==> config.mk <==
export PLATFORM = sky130hd
export DESIGN_NAME = ps2_host_tx_flat
export DESIGN_NICKNAME = d
export VERILOG_FILES = /design/src/rtl/ps2_host_tx_if.sv /design/src/rtl/ps2_host_tx.sv /design/src/flat_wrapper.sv
export SDC_FILE = /design/constraint.sdc
export NUM_CORES = 1
export LEC_CHECK = 0
export BUFFER_PORTS_ARGS = -buffer_cell sky130_fd_sc_hd__buf_2
export CORE_UTILIZATION = 55
export CTS_BUF_LIST = sky130_fd_sc_hd__clkbuf_2 sky130_fd_sc_hd__clkbuf_4 sky130_fd_sc_hd__clkbuf_8
export CTS_CLUSTER_SIZE = 28
export DETAILED_ROUTE_END_ITERATION = 16
export PLACE_DENSITY = 0.73
export SLEW_MARGIN = 40
export SYNTH_ARGS = -nofsm -noshare
export SYNTH_HDL_FRONTEND = slang
export SYNTH_SLANG_ARGS = --single-unit
==> constraint.sdc <==
create_clock -name clk -period 2.3 [get_ports clk]
set_clock_uncertainty 0.2 [all_clocks]
set_input_delay 0.23 -clock clk [delete_from_list [all_inputs] [get_ports clk]]
set_output_delay 0.23 -clock clk [all_outputs]
set_load 0.03 [all_outputs]
==> src/rtl/ps2_host_tx_if.sv <==
// rtl/ps2_host_tx_if.sv - host-side command handshake for the PS/2 transmitter
//
// Purpose: bundles the command byte, start request and transfer status
// exchanged between the host logic and ps2_host_tx.
// Signals:
//   data  [7:0] command byte, captured on an accepted start
//   start       single-cycle transmit request
//   busy        high from the cycle after an accepted start until done
//   done        single-cycle pulse at the end of every transfer
//   error       status of the last transfer, held until the next start
// Modports: master = requester, slave = ps2_host_tx.

interface ps2_host_tx_if;
  logic [7:0] data;
  logic       start;
  logic       busy;
  logic       done;
  logic       error;

  modport master (output data, output start, input busy, input done, input error);
  modport slave  (input data, input start, output busy, output done, output error);
endinterface

==> src/rtl/ps2_host_tx.sv <==
// rtl/ps2_host_tx.sv - PS/2 host-to-device command byte transmitter
//
// Purpose: sends one command byte to a PS/2 device: inhibits the clock,
// issues a request-to-send, shifts out data/parity/stop on device clock
// falling edges, samples the device acknowledge and reports status.
// Ports:
//   clk         system clock, sole clock domain
//   rst         asynchronous active-high reset
//   ps2clk_in   PS/2 clock pad input (asynchronous)
//   ps2data_in  PS/2 data pad input (asynchronous)
//   ps2clk_oe   1 = pull PS/2 clock low
//   ps2data_oe  1 = pull PS/2 data low
//   host        command handshake (ps2_host_tx_if.slave)

module ps2_host_tx #(
  parameter int INHIBIT_CYCLES = 3360,
  parameter int TIMEOUT_CYCLES = 560000
) (
  input  logic         clk,
  input  logic         rst,
  input  logic         ps2clk_in,
  input  logic         ps2data_in,
  output logic         ps2clk_oe,
  output logic         ps2data_oe,
  ps2_host_tx_if.slave host
);

  localparam int INH_W = $clog2(INHIBIT_CYCLES + 1);
  localparam int TO_W  = $clog2(TIMEOUT_CYCLES + 1);

  typedef enum logic [2:0] {IDLE, INHIBIT, REQ, SEND, ACK, WAITIDLE, DONE} state_t;

  state_t           state, state_next;
  logic [1:0]       clk_sync, data_sync;
  logic             clk_prev;
  logic             fall;
  logic [8:0]       shift_q;   // {parity, data}, shifted out LSB first
  logic [INH_W-1:0] inh_cnt;
  logic [TO_W-1:0]  to_cnt;
  logic [3:0]       bit_cnt;
  logic             drive_q;   // data drive during SEND (1 = pull low)
  logic             error_q;
  logic             timeout;

  // Synchronizers reset to 1 (idle bus level) so reset release cannot
  // fake a falling edge.
  always_ff @(posedge clk or posedge rst) begin
    if (rst) begin
      clk_sync  <= 2'b11;
      data_sync <= 2'b11;
      clk_prev  <= 1'b1;
    end else begin
      clk_sync  <= {clk_sync[0], ps2clk_in};
      data_sync <= {data_sync[0], ps2data_in};
      clk_prev  <= clk_sync[1];
    end
  end

  assign fall    = clk_prev & ~clk_sync[1];
  // to_cnt holds the number of cycles elapsed since clock release,
  // counting the current one.
  assign timeout = (state == SEND || state == ACK || state == WAITIDLE) &&
                   (to_cnt == TO_W'(TIMEOUT_CYCLES));

  always_ff @(posedge clk or posedge rst) begin
    if (rst) state <= IDLE;
    else     state <= state_next;
  end

  always_comb begin
    state_next = state;
    ps2clk_oe  = 1'b0;
    ps2data_oe = 1'b0;
    case (state)
      IDLE:     if (host.start) state_next = INHIBIT;
      INHIBIT: begin
        ps2clk_oe = 1'b1;
        if (inh_cnt == INH_W'(INHIBIT_CYCLES - 1)) state_next = REQ;
      end
      REQ: begin
        ps2clk_oe  = 1'b1;
        ps2data_oe = 1'b1;
        state_next = SEND;
      end
      SEND: begin
        ps2data_oe = drive_q & ~timeout;
        if (timeout)                     state_next = DONE;
        else if (fall && bit_cnt == 4'd9) state_next = ACK;
      end
      ACK: begin
        if (timeout)   state_next = DONE;
        else if (fall) state_next = WAITIDLE;
      end
      WAITIDLE: begin
        if (timeout || (clk_sync[1] && data_sync[1])) state_next = DONE;
      end
      DONE:     state_next = IDLE;
      default:  state_next = IDLE;
    endcase
  end

  always_ff @(posedge clk or posedge rst) begin
    if (rst) begin
      shift_q <= '0;
      inh_cnt <= '0;
      to_cnt  <= '0;
      bit_cnt <= '0;
      drive_q <= 1'b0;
      error_q <= 1'b0;
    end else begin
      case (state)
        IDLE: begin
          if (host.start) begin
            shift_q <= {~^host.data, host.data};
            error_q <= 1'b0;
            inh_cnt <= '0;
          end
        end
        INHIBIT: inh_cnt <= inh_cnt + 1'b1;
        REQ: begin
          bit_cnt <= '0;
          to_cnt  <= TO_W'(1);
          drive_q <= 1'b1;      // start bit stays on the line until edge 1
        end
        SEND, ACK, WAITIDLE: begin
          if (timeout) begin
            error_q <= 1'b1;
          end else begin
            to_cnt <= to_cnt + 1'b1;
            if (fall && state == SEND) begin
              if (bit_cnt != 4'd10) bit_cnt <= bit_cnt + 1'b1;
              if (bit_cnt < 4'd9) begin
                drive_q <= ~shift_q[0];
                shift_q <= shift_q >> 1;
              end else begin
                drive_q <= 1'b0;  // stop bit: release data
              end
            end
            if (fall && state == ACK && data_sync[1]) error_q <= 1'b1;
          end
        end
        default: ;
      endcase
    end
  end

  assign host.busy  = (state != IDLE);
  assign host.done  = (state == DONE);
  assign host.error = error_q;

endmodule

==> src/flat_wrapper.sv <==
// flat-port wrapper written by rule: the top's interface ports become plain ports
module ps2_host_tx_flat 
#(
  parameter int INHIBIT_CYCLES = 3360,
  parameter int TIMEOUT_CYCLES = 560000
)
  (clk, rst, ps2clk_in, ps2data_in, ps2clk_oe, ps2data_oe, host_data, host_start, host_busy, host_done, host_error);
  ps2_host_tx_if host_i ();
  input  logic clk;
  input  logic rst;
  input  logic ps2clk_in;
  input  logic ps2data_in;
  output logic ps2clk_oe;
  output logic ps2data_oe;
  input wire logic [$bits(host_i.data)-1:0] host_data;
  input wire logic [$bits(host_i.start)-1:0] host_start;
  output wire logic [$bits(host_i.busy)-1:0] host_busy;
  output wire logic [$bits(host_i.done)-1:0] host_done;
  output wire logic [$bits(host_i.error)-1:0] host_error;
  assign host_i.data = host_data;
  assign host_i.start = host_start;
  assign host_busy = host_i.busy;
  assign host_done = host_i.done;
  assign host_error = host_i.error;
  ps2_host_tx #(.INHIBIT_CYCLES(INHIBIT_CYCLES), .TIMEOUT_CYCLES(TIMEOUT_CYCLES)) u_core (.clk(clk), .rst(rst), .ps2clk_in(ps2clk_in), .ps2data_in(ps2data_in), .ps2clk_oe(ps2clk_oe), .ps2data_oe(ps2data_oe), .host(host_i));
endmodule
=== Word-level counts from Yosys, hierarchy flattened ===
Index checks and enable logic that the tools add are counted.

* Output and inout port bits: 5
* Logic and storage cells: 94
* Register bits: 55
* Input port bits: 13

* Multiplexer cells: 31
* Reductions and logical operators: 24
* Add/sub/neg operators: 3
* Magnitude comparators: 1
* Bitwise operators: 5
* Equality and inequality tests: 20

{| class="wikitable"
|+ Operators with widths
! cell !! number
|-
| $pmux 20 s2 || 1
|-
| $mux 9 || 4
|-
| $pmux 12 s2 || 1
|-
| $mux 3 || 7
|-
| $add 20x1->20 const B || 1
|-
| $eq 20x20->1 const B || 1
|-
| $mux 20 || 1
|-
| $pmux 3 s6 || 1
|-
| $pmux 9 s2 || 1
|-
| $add 12x1->12 const B || 1
|-
| $eq 12x12->1 const B || 1
|-
| $mux 12 || 1
|-
| $mux 4 || 3
|-
| $reduce_and 5->1 || 2
|-
| $eq 3x3->1 const B || 3
|-
| $ne 3x1->1 const B || 3
|-
| $ne 2x1->1 const B || 4
|-
| $pmux 4 s2 || 1
|-
| $reduce_xnor 8->1 || 1
|-
| $mux 1 || 7
|-
| $eq 3x2->1 const B || 2
|-
| $logic_and 1x1->1 || 6
|-
| $ne 2x2->1 const B || 3
|-
| $pmux 1 s2 || 3
|-
| 16 further kinds || 25
|}

=== Depth between registers and ports, before layout ===
* Word-level depth: 7
* Gate-level depth with buffers: 8

=== Worst setup path before layout ===
No wires, ideal clock.

* Path type: register -> output
* Start: register u_core.to_cnt[0]
* End: output port ps2data_oe
* Cell stages (with the launch flop): 7
* Arrival: 1651 ps
* Path buffers: 0
* Setup slack: 219 ps
* Path through: dfrtp_1 inv_1 ha_1 and4bb_1 nand4_4 o21ai_0 a21oi_1

* Word-level cells in the longest chain between the ends: 5

{| class="wikitable"
|+ RTL lines
! what !! line !! text
|-
| from (decl) || ps2_host_tx.sv:39 || <nowiki>logic [TO_W-1:0] to_cnt;</nowiki>
|-
| from (signal assigned) || ps2_host_tx.sv:129 || <nowiki>to_cnt <= to_cnt + 1'b1;</nowiki>
|-
| $eq 20x20->1 || ps2_host_tx.sv:63 || <nowiki>(to_cnt == TO_W'(TIMEOUT_CYCLES));</nowiki>
|-
| $logic_and 1x1->1 || ps2_host_tx.sv:62 || <nowiki>assign timeout = (state == SEND || state == ACK || state == WAITIDLE) &&</nowiki>
|-
| $not 1->1 || ps2_host_tx.sv:86 || <nowiki>ps2data_oe = drive_q & ~timeout;</nowiki>
|-
| $and 1x1->1 || ps2_host_tx.sv:86 ||
|-
| $pmux 1 s2 || ps2_host_tx.sv:74 || <nowiki>case (state)</nowiki>
|-
| to (decl) || flat_wrapper.sv:14 || <nowiki>output logic ps2data_oe;</nowiki>
|}

Every way passes these cells.

=== Final worst setup path ===
* Start: register u_core.to_cnt[1]
* End: output port ps2data_oe

Same word-level chain as after synthesis.

==> summary.txt <==
Layout
  • Finished Core Util: 66.4%
  • Commonest non-fill, non-tap cell in the layout: dfrtp_1
  • Post-Layout Inst Area: 3430 µm²
  • # diodes: 0
  • Layout cells sized above 1: 20.5%
  • Layout Nets: 361
  • Non-filler cells, final: 412
  • Most frequent cells in the layout: dfrtp_1 (50), nand2_1 (21), o21ai_0 (20), nand3_1 (19), nor2_1 (19)
  • Synthesis-to-layout area growth: 14.3%

Logic synthesis
  • Async set or reset register ratio after synthesis: 100%
  • Post-synth EDFFs: 0
  • Ys Warns: 0
  • Top FF cell, synth: dfrtp_1
  • Sequential-to-total area share from yosys stat: 46.0%
  • Synth Register Bits: 55
  • Netlist Area Pre-Place: 3000 µm²
  • Avg Inst Size Synth: 9.75 µm²
  • Post-synth cell types: 55
  • Mapped Nets: 328
  • Syn Inst Count: 308

Route
  • DRC: 0
  • Vias per cell: 5.82
  • Wirelength per Cell: 14.8 µm
  • DRT Pass-1 Iters: 4
  • 1st-iter DRT viols: 103
  • ANT nets after route: 0
  • Detailed-route wire length: 6.10 mm
  • Vias: 2399

GRT
  • Initial antenna violation count: 0
  • Tot GR Track Use: 23.3%
  • First-pass GRT wire length: 10.7 mm
  • Vias in the first global route: 2341
  • Grt total ovfl: 0
  • Largest net degree at the start of global routing: 32

Setup path
  • Critical path arrival: 1.76 ns
  • CP Launch Type: flip-flop
  • Critical path required time: 1.87 ns
  • Crit end category: output pin
  • CP Max Fanout: 3
  • Setup CP Type: flip-flop to output pin

Place
  • Detail Placement HPWL: 4.24 mm
  • Dpl cell area: 3240 µm²
  • RePlAce Congestion: 0.848
  • DP Cell Count: 398
  • I/O Buffers: 17

Timing
  • Setup_tns: 0 ns
  • RSZ-0062 raised after global routing: false
  • Fmax: 457 MHz
  • Tmin final: 2.19 ns
  • Max-slew headroom: 62.5%
  • Final period utilization: 95.2%
  • Max Transition Viols Final: 0
  • Hold Vio Cnt, Final: 0
  • Final setup vio count: 0
  • Pin slew with the least headroom to its limit: 0.561 ns

Clock network
  • Inserted Clock Buffers: 5
  • Clock slew at reported path FFs: 0.10 ns
  • CTS Sinks: 55
  • Worst skew pair latency: 0.31 ns
  • Root Buffer: clkbuf_8
  • TritonCTS clock tree: done
  • Max clock buf depth: 2
  • H-tree levels: 2

Min path
  • Min-delay worst type: primary input to flip-flop

Floorplan
  • I/O pin cnt: 18
  • Die area: 5760 µm²
  • Placeable Area: 5170 µm²
  • Die width: 75.9 µm
  • Die H: 75.9 µm
  • Initial Util: 58.1%
  • Number of placement rows: 26

Outcome
  • Status: complete, no violations

Run
  • Maxcap violations: 0

Pwr
  • Worst VDD drop: 0.387 mV
  • PwrDens: 499 nW/µm²
  • Leak Pwr: 1.54 nW
sequential cells by signal (all words and copies together) (netlist names):
| register | cells |
|---|---|
| u_core.to_cnt | 20 |
| u_core.inh_cnt | 12 |
| u_core.shift_q | 9 |
| u_core.bit_cnt | 4 |
| u_core.state | 3 |
| u_core.clk_sync | 2 |
| u_core.data_sync | 2 |
| u_core.clk_prev | 1 |
| u_core.drive_q | 1 |
| u_core.host.error | 1 |
worst max-delay path, stage by stage, from the launching register on:
cell	delay, ns
dfrtp_1	0.41
inv_1	0.12
ha_1	0.15
and4bb_1	0.25
nand4_4	0.10
o21ai_1	0.17
a21oi_2	0.08
buf_4	0.17
stage by stage:
stage	power, mW	worst slack, ns	hold WS (ns)
finish	1.71	0.111	0.0492
global placement	1.06	0.174	0.114
detailed placement	1.06	0.133	0.112
global route	1.77	0.0138	0.0574
CTS	1.73	0.0531	0.0349
floorplan	1.03	0.219	0.0345
worst paths after layout:
check	startpoint	endpoint	slack (ns)	cells past startpoint
max	u_core.to_cnt[1]	ps2data_oe	0.11	7
min	host_data[1]	u_core.shift_q[1]	0.05	3
max reg2reg	u_core.to_cnt[0]	u_core.bit_cnt[3]	0.13	8
min reg2reg	u_core.data_sync[0]	u_core.data_sync[1]	0.16	0
max in group asynchronous	rst	u_core.clk_prev	0.96	4
min in group asynchronous	rst	u_core.inh_cnt[11]	0.31	3
where the power goes:
group	total [mW]	internal, mW	switching, mW
registers	0.976	0.974	0.00193
clock network	0.673	0.353	0.320
logic	0.0636	0.0285	0.0351
metal layers:
layer | track usage (%) | wire [µm] | up-vias
met1 | 32.6 | 2910 | 1173
li1 | - | - | 1175
met2 | 36.7 | 2930 | 43
met4 | 7.88 | 61 | 0
met3 | 3.86 | 196 | 8
met5 | 0 | 0 | -
kinds of logic (layout without fill, tap and decap cells):
family	count (synthesis)	after routing	synth area share (%)
AO/OA/AOI/OAI	82	82	17.7
XOR/XNOR	19	19	5.54
adder cells (fa/ha/maj)	7	7	2.92
buffers and inverters	28	62	4.08
flip-flops	55	55	46.0
multiplexers	3	3	1.21
AND/OR/NAND/NOR	114	114	22.5
final cells by class:
| cell class | instances | area, µm² |
|---|---|---|
| Fill cell | 411 | 1740 |
| Multi-Input combinational cell | 225 | 1520 |
| Clock inverter | 2 | 35.0 |
| Tap cell | 70 | 87.6 |
| Sequential cell | 55 | 1380 |
| Inverter | 17 | 63.8 |
| Timing Repair Buffer | 37 | 262 |
| Clock buffer | 6 | 82.6 |
what timing repair did:
item | 4_1_cts | 5_1_grt
gates resized for setup | 3 | 4
pin swaps | 1 | 1
setup buffers | 1 | 2
hold buffers | 3 | 0
hold endpoints to repair | 26 | 0
setup endpoints to repair | 1 | 9
synth_stat cells (2+ instances only):
master	instances	area share (%)
nand2_1	21	2.6
o21ai_1	3	0.50
and3_1	7	1.5
buf_2	2	0.33
or4_1	4	1.0
and2_1	3	0.62
inv_1	17	2.1
o211ai_1	4	1.0
nor3_1	7	1.2
nor2b_1	2	0.42
nand4_1	8	1.7
xnor2_1	7	2.0
ha_1	7	2.9
a21oi_1	19	3.2
dfstp_2	5	4.4
nand2b_1	4	0.83
nand3_1	20	3.3
clkbuf_1	6	0.75
o21ai_4	2	1.1
o31ai_1	5	1.2
or3_1	3	0.62
o21a_1	6	1.5
o21ai_0	21	3.5
xor2_1	12	3.5
a31oi_1	4	0.83
o22ai_1	8	1.7
buf_4	2	0.50
dfrtp_1	50	42
nor2_1	19	2.4
nor3_2	3	1.0
a41o_1	3	1.0
(Power assumes the default switching activity.)
